File: config.mk
export PLATFORM = sky130hd
export DESIGN_NAME = bram_dwc_down
export DESIGN_NICKNAME = d
export VERILOG_FILES = /design/src/rtl/bram_dwc_down.sv
export SDC_FILE = /design/constraint.sdc
export NUM_CORES = 1
export LEC_CHECK = 0
export ABC_CLOCK_PERIOD_IN_PS = 7200
export BUFFER_PORTS_ARGS = -buffer_cell sky130_fd_sc_hd__clkbuf_2
export CORE_MARGIN = 4
export CORE_UTILIZATION = 55
export DETAILED_ROUTE_END_ITERATION = 10
export PLACE_DENSITY_LB_ADDON = 0.25
export SYNTH_ARGS = -nofsm -noshare
export SYNTH_HDL_FRONTEND = slang
export SYNTH_SLANG_ARGS = --single-unit
File: constraint.sdc
create_clock -name Clk_CI -period 7.2 [get_ports Clk_CI]
set_input_delay 1.44 -clock Clk_CI [delete_from_list [all_inputs] [get_ports Clk_CI]]
set_output_delay 1.44 -clock Clk_CI [all_outputs]
set_load 0.02 [all_outputs]
File: src/rtl/bram_dwc_down.sv
// rtl/bram_dwc_down.sv - wide-to-narrow BRAM width converter (optional write-beat skip: BRAM_DWC_DOWN_WR_SKIP_EN)
module bram_dwc_down #(
    parameter int ADDR_BITW     = 32,
    parameter int MST_DATA_BITW = 128,
    parameter int SLV_DATA_BITW = 32
) (
    input  logic                       Clk_CI,
    input  logic                       Rst_RBI,
    input  logic                       ReqValid_SI,
    output logic                       ReqReady_SO,
    input  logic [ADDR_BITW-1:0]       ReqAddr_SI,
    input  logic [MST_DATA_BITW/8-1:0] ReqWrEn_SI,
    input  logic [MST_DATA_BITW-1:0]   ReqWr_DI,
    output logic                       RspValid_SO,
    input  logic                       RspReady_SI,
    output logic [MST_DATA_BITW-1:0]   Rd_DO,
    output logic                       BramEn_SO,
    output logic [ADDR_BITW-1:0]       BramAddr_SO,
    output logic [SLV_DATA_BITW/8-1:0] BramWrEn_SO,
    output logic [SLV_DATA_BITW-1:0]   BramWr_DO,
    input  logic [SLV_DATA_BITW-1:0]   BramRd_DI
);
    localparam int N       = MST_DATA_BITW / SLV_DATA_BITW;
    localparam int MST_OFF = $clog2(MST_DATA_BITW / 8);
    localparam int SLV_OFF = $clog2(SLV_DATA_BITW / 8);
    localparam int MST_SB  = MST_DATA_BITW / 8;
    localparam int SLV_SB  = SLV_DATA_BITW / 8;
    localparam int BW      = $clog2(N);

    typedef logic [BW-1:0] beat_t;
    localparam beat_t LAST_BEAT = beat_t'(N - 1);

    typedef enum logic [1:0] {IDLE, ISSUE, WAIT_RD, RESP} state_t;

    state_t                 state_q, state_d;
    logic [ADDR_BITW-1:0]   base_q, base_d;
    logic [MST_SB-1:0]      strb_q, strb_d;
    logic [MST_DATA_BITW-1:0] data_q, data_d;
    logic                   is_wr_q, is_wr_d;
    beat_t                  beat_q, beat_d;
    logic [MST_DATA_BITW-1:0] rd_q, rd_d;

`ifdef BRAM_DWC_DOWN_WR_SKIP_EN
    logic [BW:0] nz;

    // Lowest beat index >= from whose strobe slice is non-zero; MSB flags a hit.
    function automatic logic [BW:0] next_nz(input logic [MST_SB-1:0] strb, input int from);
        logic [BW:0] res;
        res = '0;
        for (int i = N - 1; i >= 0; i--) begin
            if (i >= from && |strb[i*SLV_SB +: SLV_SB]) begin
                res = {1'b1, beat_t'(i)};
            end
        end
        return res;
    endfunction
`endif

    // State register and latched request; async active-low reset aborts any transaction.
    always_ff @(posedge Clk_CI or negedge Rst_RBI) begin
        if (!Rst_RBI) begin
            state_q <= IDLE;
            base_q  <= '0;
            strb_q  <= '0;
            data_q  <= '0;
            is_wr_q <= 1'b0;
            beat_q  <= '0;
            rd_q    <= '0;
        end else begin
            state_q <= state_d;
            base_q  <= base_d;
            strb_q  <= strb_d;
            data_q  <= data_d;
            is_wr_q <= is_wr_d;
            beat_q  <= beat_d;
            rd_q    <= rd_d;
        end
    end

    // Next-state: latch request, step beats, gather read slices one cycle behind each beat.
    always_comb begin
        state_d = state_q;
        base_d  = base_q;
        strb_d  = strb_q;
        data_d  = data_q;
        is_wr_d = is_wr_q;
        beat_d  = beat_q;
        rd_d    = rd_q;
`ifdef BRAM_DWC_DOWN_WR_SKIP_EN
        nz      = '0;
`endif
        case (state_q)
            IDLE: begin
                if (ReqValid_SI) begin
                    base_d  = ReqAddr_SI >> MST_OFF;
                    strb_d  = ReqWrEn_SI;
                    data_d  = ReqWr_DI;
                    is_wr_d = |ReqWrEn_SI;
                    beat_d  = '0;
                    state_d = ISSUE;
`ifdef BRAM_DWC_DOWN_WR_SKIP_EN
                    if (|ReqWrEn_SI) begin
                        nz     = next_nz(ReqWrEn_SI, 0);
                        beat_d = nz[BW-1:0];
                    end
`endif
                end
            end
            ISSUE: begin
                // Data of the previous read beat is on BramRd_DI now.
                if (!is_wr_q && beat_q != '0) begin
                    rd_d[(int'(beat_q) - 1)*SLV_DATA_BITW +: SLV_DATA_BITW] = BramRd_DI;
                end
                if (beat_q == LAST_BEAT) begin
                    beat_d  = '0;
                    state_d = is_wr_q ? RESP : WAIT_RD;
                end else begin
                    beat_d = beat_q + 1'b1;
                end
`ifdef BRAM_DWC_DOWN_WR_SKIP_EN
                if (is_wr_q) begin
                    nz = next_nz(strb_q, int'(beat_q) + 1);
                    if (nz[BW]) begin
                        beat_d  = nz[BW-1:0];
                        state_d = ISSUE;
                    end else begin
                        beat_d  = '0;
                        state_d = RESP;
                    end
                end
`endif
            end
            WAIT_RD: begin
                rd_d[(N-1)*SLV_DATA_BITW +: SLV_DATA_BITW] = BramRd_DI;
                state_d = RESP;
            end
            RESP: begin
                if (RspReady_SI) begin
                    state_d = IDLE;
                end
            end
            default: state_d = IDLE;
        endcase
    end

    assign ReqReady_SO = (state_q == IDLE);
    assign RspValid_SO = (state_q == RESP);
    assign Rd_DO       = rd_q;
    assign BramEn_SO   = (state_q == ISSUE);
    assign BramAddr_SO = ADDR_BITW'((base_q * ADDR_BITW'(N) + ADDR_BITW'(beat_q)) << SLV_OFF);
    assign BramWrEn_SO = (state_q == ISSUE) ? strb_q[int'(beat_q)*SLV_SB +: SLV_SB] : '0;
    assign BramWr_DO   = (state_q == ISSUE) ? data_q[int'(beat_q)*SLV_DATA_BITW +: SLV_DATA_BITW] : '0;
endmodule

==> impl_metrics.yaml, run 1 <==
run_status:
  status: "finished, final reports clean"
yosys:
  synth-compound-area-share_pct: 12.5
  synth_most_common_cell: "dfrtp_1"
  ys_async_sr_fraction_pct: 100
  muxShareOfSynthArea_pct: 21.1
  syn-cell-area_um2: 13100
  yosys_warnings: 0
  yosysTopAreaCellShare_pct: 58.3
  netlist_instances: 904
  synth_edf_count: 0
  yosys.area_share.adder_pct: 0.955
  synth_top_family_by_area: "multiplexers"
  yosys.area.top_type: "dfrtp_1"
  ys_ff_latch: 305
  synthSimpleGateAreaFrac_pct: 3.97
  synthXorXnorAreaFrac_pct: 0.134
  synthTopCellsByArea: "dfrtp_1 58%, mux2_1 15%, a22o_1 6.4%"
  ys_types: 38
  synth_ff_type: "dfrtp_1"
  syn_area_per_cell_um2: 14.5
  synth-seq-area-share_pct: 58.3
  synthTopCellsByCount: "305 x dfrtp_1, 173 x mux2_1, 96 x a22o_1"
critical_path:
  cp_max_fo: 44
  reg2reg_slack_ps: 3870
  critical_path.max_stage_delay_ps: 670
  cpMaxStageDelayCell: "ha_2"
  timing.rr.end: "Rd_DO[80]$_DFFE_PN0P_"
  crit_type: "flop to output pin"
  reg2reg_from: "beat_q[0]$_DFFE_PN0P_"
  rr_worst_depth: 8
  start_kind: "flop"
  crit_path_cell_trace: "inv_1 > ha_2 > buf_4 > and2_1 > clkbuf_2"
  critPathCaptureType: "output pin"
  crit_required_ps: 5760
  critical_path_arrival_ps: 2660
hold_path:
  min_from: "data_q[79]$_DFFE_PN0P_"
  hold_depth: 1
  hold_class: "flop to flop"
  min_to: "data_q[79]$_DFFE_PN0P_"
sta:
  post-route-period-util_pct: 56.9
  worst_pin_slew_ps: 1090
  final-hold-violation-count: 0
  fin_worst_skew_ps: 13.3
  tns_ps: 0
  whs_ps: 484
  clock.fmax_mhz: 244
  min_period_ps: 4100
  slew-limit-headroom_pct: 27.5
  drv_slew: 0
  setup_violations: 0
  grt_setup_unrepaired: "no"
clock_network:
  ctsResizeCount: 0
  cts_buffer_depth: 3
  numCtsBuffers: 31
  cts_hold_buf: 0
  cts_sinks: 305
  root_buffer: "clkbuf_16"
  worstSkewPairLatency_ps: 550
  clkTransAtPathRegs_ps: 60
  tritoncts: "yes"
  cts_setup_buffers: 0
  cts_htree_levels: 1
global_routing:
  busiest_layer: "met2"
  met3_usage_pct: 7.44
  track_usage_pct: 25.8
  grt_use_met1_pct: 33.5
  grt_max_degree: 156
  antenna_found_initial: 1
  gr-usage-met2_pct: 43.0
  grt_overflow_total: 0
  grt_pass1_wl_mm: 54.3
  grt_pass1_vias: 9551
power:
  ir_drop_mv: 0.317
  switching_share_pct: 37.3
  power_leakage_nw: 7.68
  power_density_nw_per_um2: 484
  switching_power_w: 0.00295
  internal_power_w: 0.00496
  clkPwrFrac_pct: 19.9
  combPwrFrac_pct: 40.5
  total_power_w: 0.00791
  seqPwrFrac_pct: 39.6
floorplanning:
  core_area_um2: 23500
  num_rows: 56
  chipWidth_um: 162
  die_area_um2: 26400
  ios: 411
  die_h_um: 162
  initial_core_util_pct: 55.8
final_layout:
  diodes: 0
  multi_input_area_um2: 5110
  finalNonFillerCells: 1619
  seq_area_um2: 7640
  fillerInstances: 1673
  nets: 1501
  area_delta_synth_final_pct: 24.7
  post-route-util_pct: 69.6
  drive_gt1_share_pct: 39.8
place:
  gp_congestion: 0.794
  place_hpwl_mm: 23.9
  portBuffers: 404
  dp_cells: 1565
drt:
  ant_nets: 0
  drt-total-wl_mm: 34.2
  via_count: 9243
  firstDrtPassIters: 5
  remaining_drc_errors: 0
  vias_per_cell: 5.71
  wl_per_cell_um: 21.1
  drtIter0Drc: 602
run:
  drv_cap: 0
metal layers:
layer / routed length [um] / up-vias
met5: 13 / -
met4: 970 / 2
met3: 3030 / 58
met2: 16900 / 383
met1: 13300 / 4648
li1: - / 4152
worst max path at each step:
stage                                 startpoint            end  slack [ps]  cells past startpoint
after global routing      state_q[1]$_DFFE_PN0P_  BramWr_DO[28]        2910                      5
after CTS                 state_q[1]$_DFFE_PN0P_  BramWr_DO[28]        3030                      5
after global placement    state_q[1]$_DFFE_PN0P_  BramWr_DO[28]        3600                      5
after floorplan            beat_q[0]$_DFFE_PN0P_  BramWr_DO[23]        3750                      5
after detailed placement  state_q[1]$_DFFE_PN0P_  BramWr_DO[28]        3610                      5
final                     state_q[1]$_DFFE_PN0P_  BramWr_DO[28]        3100                      5
state kept, by name, summed over array words and instances (netlist names):
name / count
is_wr_q: 1
data_q: 128
beat_q: 2
base_q: 28
Rd_DO: 128
state_q: 2
strb_q: 16
worst max-delay path: cells and delay by family (launching register included):
kind                     cells  cell delay [ps]
AND/OR/NAND/NOR              1              210
buffers and inverters        3              820
flip-flops                   1              420
adder cells (fa/ha/maj)      1              670
layout by cell type, fill, tap and decap left out, types with 2 or more instances in the layout:
master     instances
mux4_2            36
bufinv_16          2
xor2_1             2
nor2b_1            2
o21ai_0           32
nor4_1             4
a22o_1            96
clkbuf_16         31
nand2_1           34
dfrtp_1          303
mux2_1           173
nor2_1             2
buf_4             16
conb_1             2
nor4_4             2
nand4bb_1          3
inv_1              5
a32o_1             2
a221o_1           32
clkinv_2           9
clkbuf_2         403
and2_1            37
ha_1               9
clkbuf_1           4
o211ai_1          32
clkbuf_8           7
power by group through the flow:
| stage | Clock, W | Sequential [W] | Combinational [W] |
|---|---|---|---|
| floorplan | 0 | 0.00345 | 0.00183 |
| finish | 0.00157 | 0.00313 | 0.00320 |
| global placement | 0 | 0.00310 | 0.00315 |
| global route | 0.00168 | 0.00324 | 0.00346 |
| CTS | 0.00161 | 0.00314 | 0.00325 |
| detailed placement | 0 | 0.00316 | 0.00323 |
layout make-up:
class	count	share of cell area, %
clock inverter	12	0.697
clock buffer	42	5.43
multi-input combinational	514	31.3
sequential	305	46.7
inverter	6	0.138
timing repair buffer	421	13.3
tap	319	2.44
cells by family after synthesis:
group                    after synthesis
flip-flops                           305
AO/OA/AOI/OAI                        202
adder cells (fa/ha/maj)               10
multiplexers                         209
AND/OR/NAND/NOR                       89
XOR/XNOR                               2
other                                  1
buffers and inverters                 86
metrics by stage:
step	cell area, um2	worst slack [ps]
after floorplan	13100	3750
after global placement	15300	3600
after detailed placement	15300	3610
after CTS	16300	3030
after global routing	16300	2910
final	16300	3100
(Power assumes the default switching activity.)
==> inputs of run 2 (changes only) <==
- ABC_CLOCK_PERIOD_IN_PS: 7200 -> 3500
- CORE_UTILIZATION: 55 -> 46
- clock period: 7.2 -> 3.5 ns (I/O delays scaled with it)
==> run 2 against run 1 <==
Net effect:
- sequential share of layout area is 0.99 points lower
- count of clock-buffer cells in the layout is 7 higher
- combinational power grew 110%
- final cell count is 4.7% higher
- critical path depth unchanged
- sequential power increased by 100%
- global-route usage down 3.6 points
- total power rose by 110%
- die area grew 19%
- sequential cell count stayed put
- hold slack worse by 320 ps
- worst setup slack lost 2500 ps
- largest cell class unchanged
- largest power group unchanged
- highest routed layer unchanged
==> impl_metrics.yaml, run 2 (same netlist as run 1, synthesis figures left out) <==
drt:
  ant_nets: 0
  remaining_drc_errors: 0
  wl_per_cell_um: 20.6
  drtIter0Drc: 514
  via_count: 9334
  drt-total-wl_mm: 34.9
  firstDrtPassIters: 5
  vias_per_cell: 5.51
sta:
  min_period_ps: 2940
  final-hold-violation-count: 0
  fin_worst_skew_ps: 7.56
  slew-limit-headroom_pct: 57.2
  drv_slew: 0
  worst_pin_slew_ps: 643
  fin_ws_ps: 557
  grt_setup_unrepaired: "no"
  post-route-period-util_pct: 84.1
  clock.fmax_mhz: 340
  tns_ps: 0
  whs_ps: 168
  setup_violations: 0
floorplanning:
  initial_core_util_pct: 46.9
  num_rows: 61
  die_h_um: 177
  die_area_um2: 31200
  chipWidth_um: 177
  core_area_um2: 27900
  ios: 411
clock_network:
  ctsResizeCount: 0
  root_buffer: "clkbuf_16"
  worstSkewPairLatency_ps: 490
  cts_sinks: 305
  tritoncts: "yes"
  numCtsBuffers: 35
  cts_hold_buf: 0
  cts_htree_levels: 2
  clkTransAtPathRegs_ps: 60
  cts_setup_buffers: 0
  cts_buffer_depth: 3
power:
  power_density_nw_per_um2: 1000
  power_leakage_nw: 7.83
  ir_drop_mv: 0.662
  total_power_w: 0.0167
final_layout:
  fillerInstances: 2264
  final_common_cell: "clkbuf_2"
  multi_input_area_um2: 5110
  diodes: 0
  drive_gt1_share_pct: 40.4
  seq_area_um2: 7640
  final_cell_mix: "403 x clkbuf_2, 303 x dfrtp_1, 173 x mux2_1"
  finalNonFillerCells: 1695
  nets: 1515
  area_delta_synth_final_pct: 27.4
critical_path:
  start_kind: "flop"
  critical_path_arrival_ps: 2240
  timing.rr.end: "Rd_DO[56]$_DFFE_PN0P_"
  crit_type: "flop to output pin"
  reg2reg_slack_ps: 940
  reg2reg_from: "state_q[1]$_DFFE_PN0P_"
  critPathCaptureType: "output pin"
  rr_worst_depth: 7
  startpoint: "state_q[1]$_DFFE_PN0P_"
  crit_end: "BramWr_DO[10]"
  cp_max_fo: 23
  crit_required_ps: 2800
global_routing:
  grt_pass1_wl_mm: 55.4
  antenna_found_initial: 2
  grt_pass1_vias: 9795
  grt_overflow_total: 0
  track_usage_pct: 22.2
  grt_max_degree: 83
place:
  place_hpwl_mm: 24.8
  pre_cts_ws_ps: 932
  portBuffers: 404
  dp_cells: 1634
  gp_congestion: 0.756
run_status:
  status: "finished, final reports clean"
run:
  drv_cap: 0
hold_path:
  hold_class: "input pin to asynchronous set/reset pin"
run 2: cell count changes in the layout (fill, tap and decap cells not counted), moves of 2 or more:
cell       previous run  this run
buf_12                1         6
buf_4                16        21
clkbuf_1              4         7
clkbuf_16            31        37
clkbuf_8              7         5
run 2: per-stage QoR:
step / util, % / area, um2
final: 59.8 / 16700
after detailed placement: 55.7 / 15600
after global placement: 55.7 / 15600
after CTS: 59.8 / 16700
after floorplan: - / 13100
after global routing: 59.8 / 16700
run 2: layout make-up:
cell class / count / share of cell area (%)
flip-flops and latches: 305 / 45.8
multi-input cells: 514 / 30.6
repair buffers: 431 / 13.8
clock buffers: 49 / 6.12
well taps: 378 / 2.83
clock inverters: 12 / 0.705
inverters: 6 / 0.135
run 2: worst max-delay path, cell delays in order (launching register included):
cell      delay, ps
dfrtp_1         420
inv_1            90
ha_2            550
buf_4           290
and2_1          190
clkbuf_2        190
run 2: worst min-delay path by stage:
stage                            startpoint                       to  slack, ps  cells past startpoint
finish                              Rst_RBI    Rd_DO[39]$_DFFE_PN0P_        170                      1
global route                        Rst_RBI    Rd_DO[39]$_DFFE_PN0P_        210                      1
detailed placement  data_q[127]$_DFFE_PN0P_  data_q[127]$_DFFE_PN0P_        480                      1
floorplan                           Rst_RBI     Rd_DO[0]$_DFFE_PN0P_        400                      0
CTS                                 Rst_RBI    Rd_DO[39]$_DFFE_PN0P_        190                      1
global placement     data_q[66]$_DFFE_PN0P_   data_q[66]$_DFFE_PN0P_        470                      1
run 2: report_power, final:
group          switching (W)  internal (W)
Sequential          0.000988       0.00527
Clock                0.00140       0.00218
Combinational        0.00377       0.00310
run 2: per-layer routing:
layer	vias to the layer above	part of all wire [%]	global-route usage, %
met5	-	0.034	0
met1	4744	40	28.2
li1	4187	-	-
met2	338	49	37.0
met4	2	2.9	6.48
met3	63	8.6	6.75
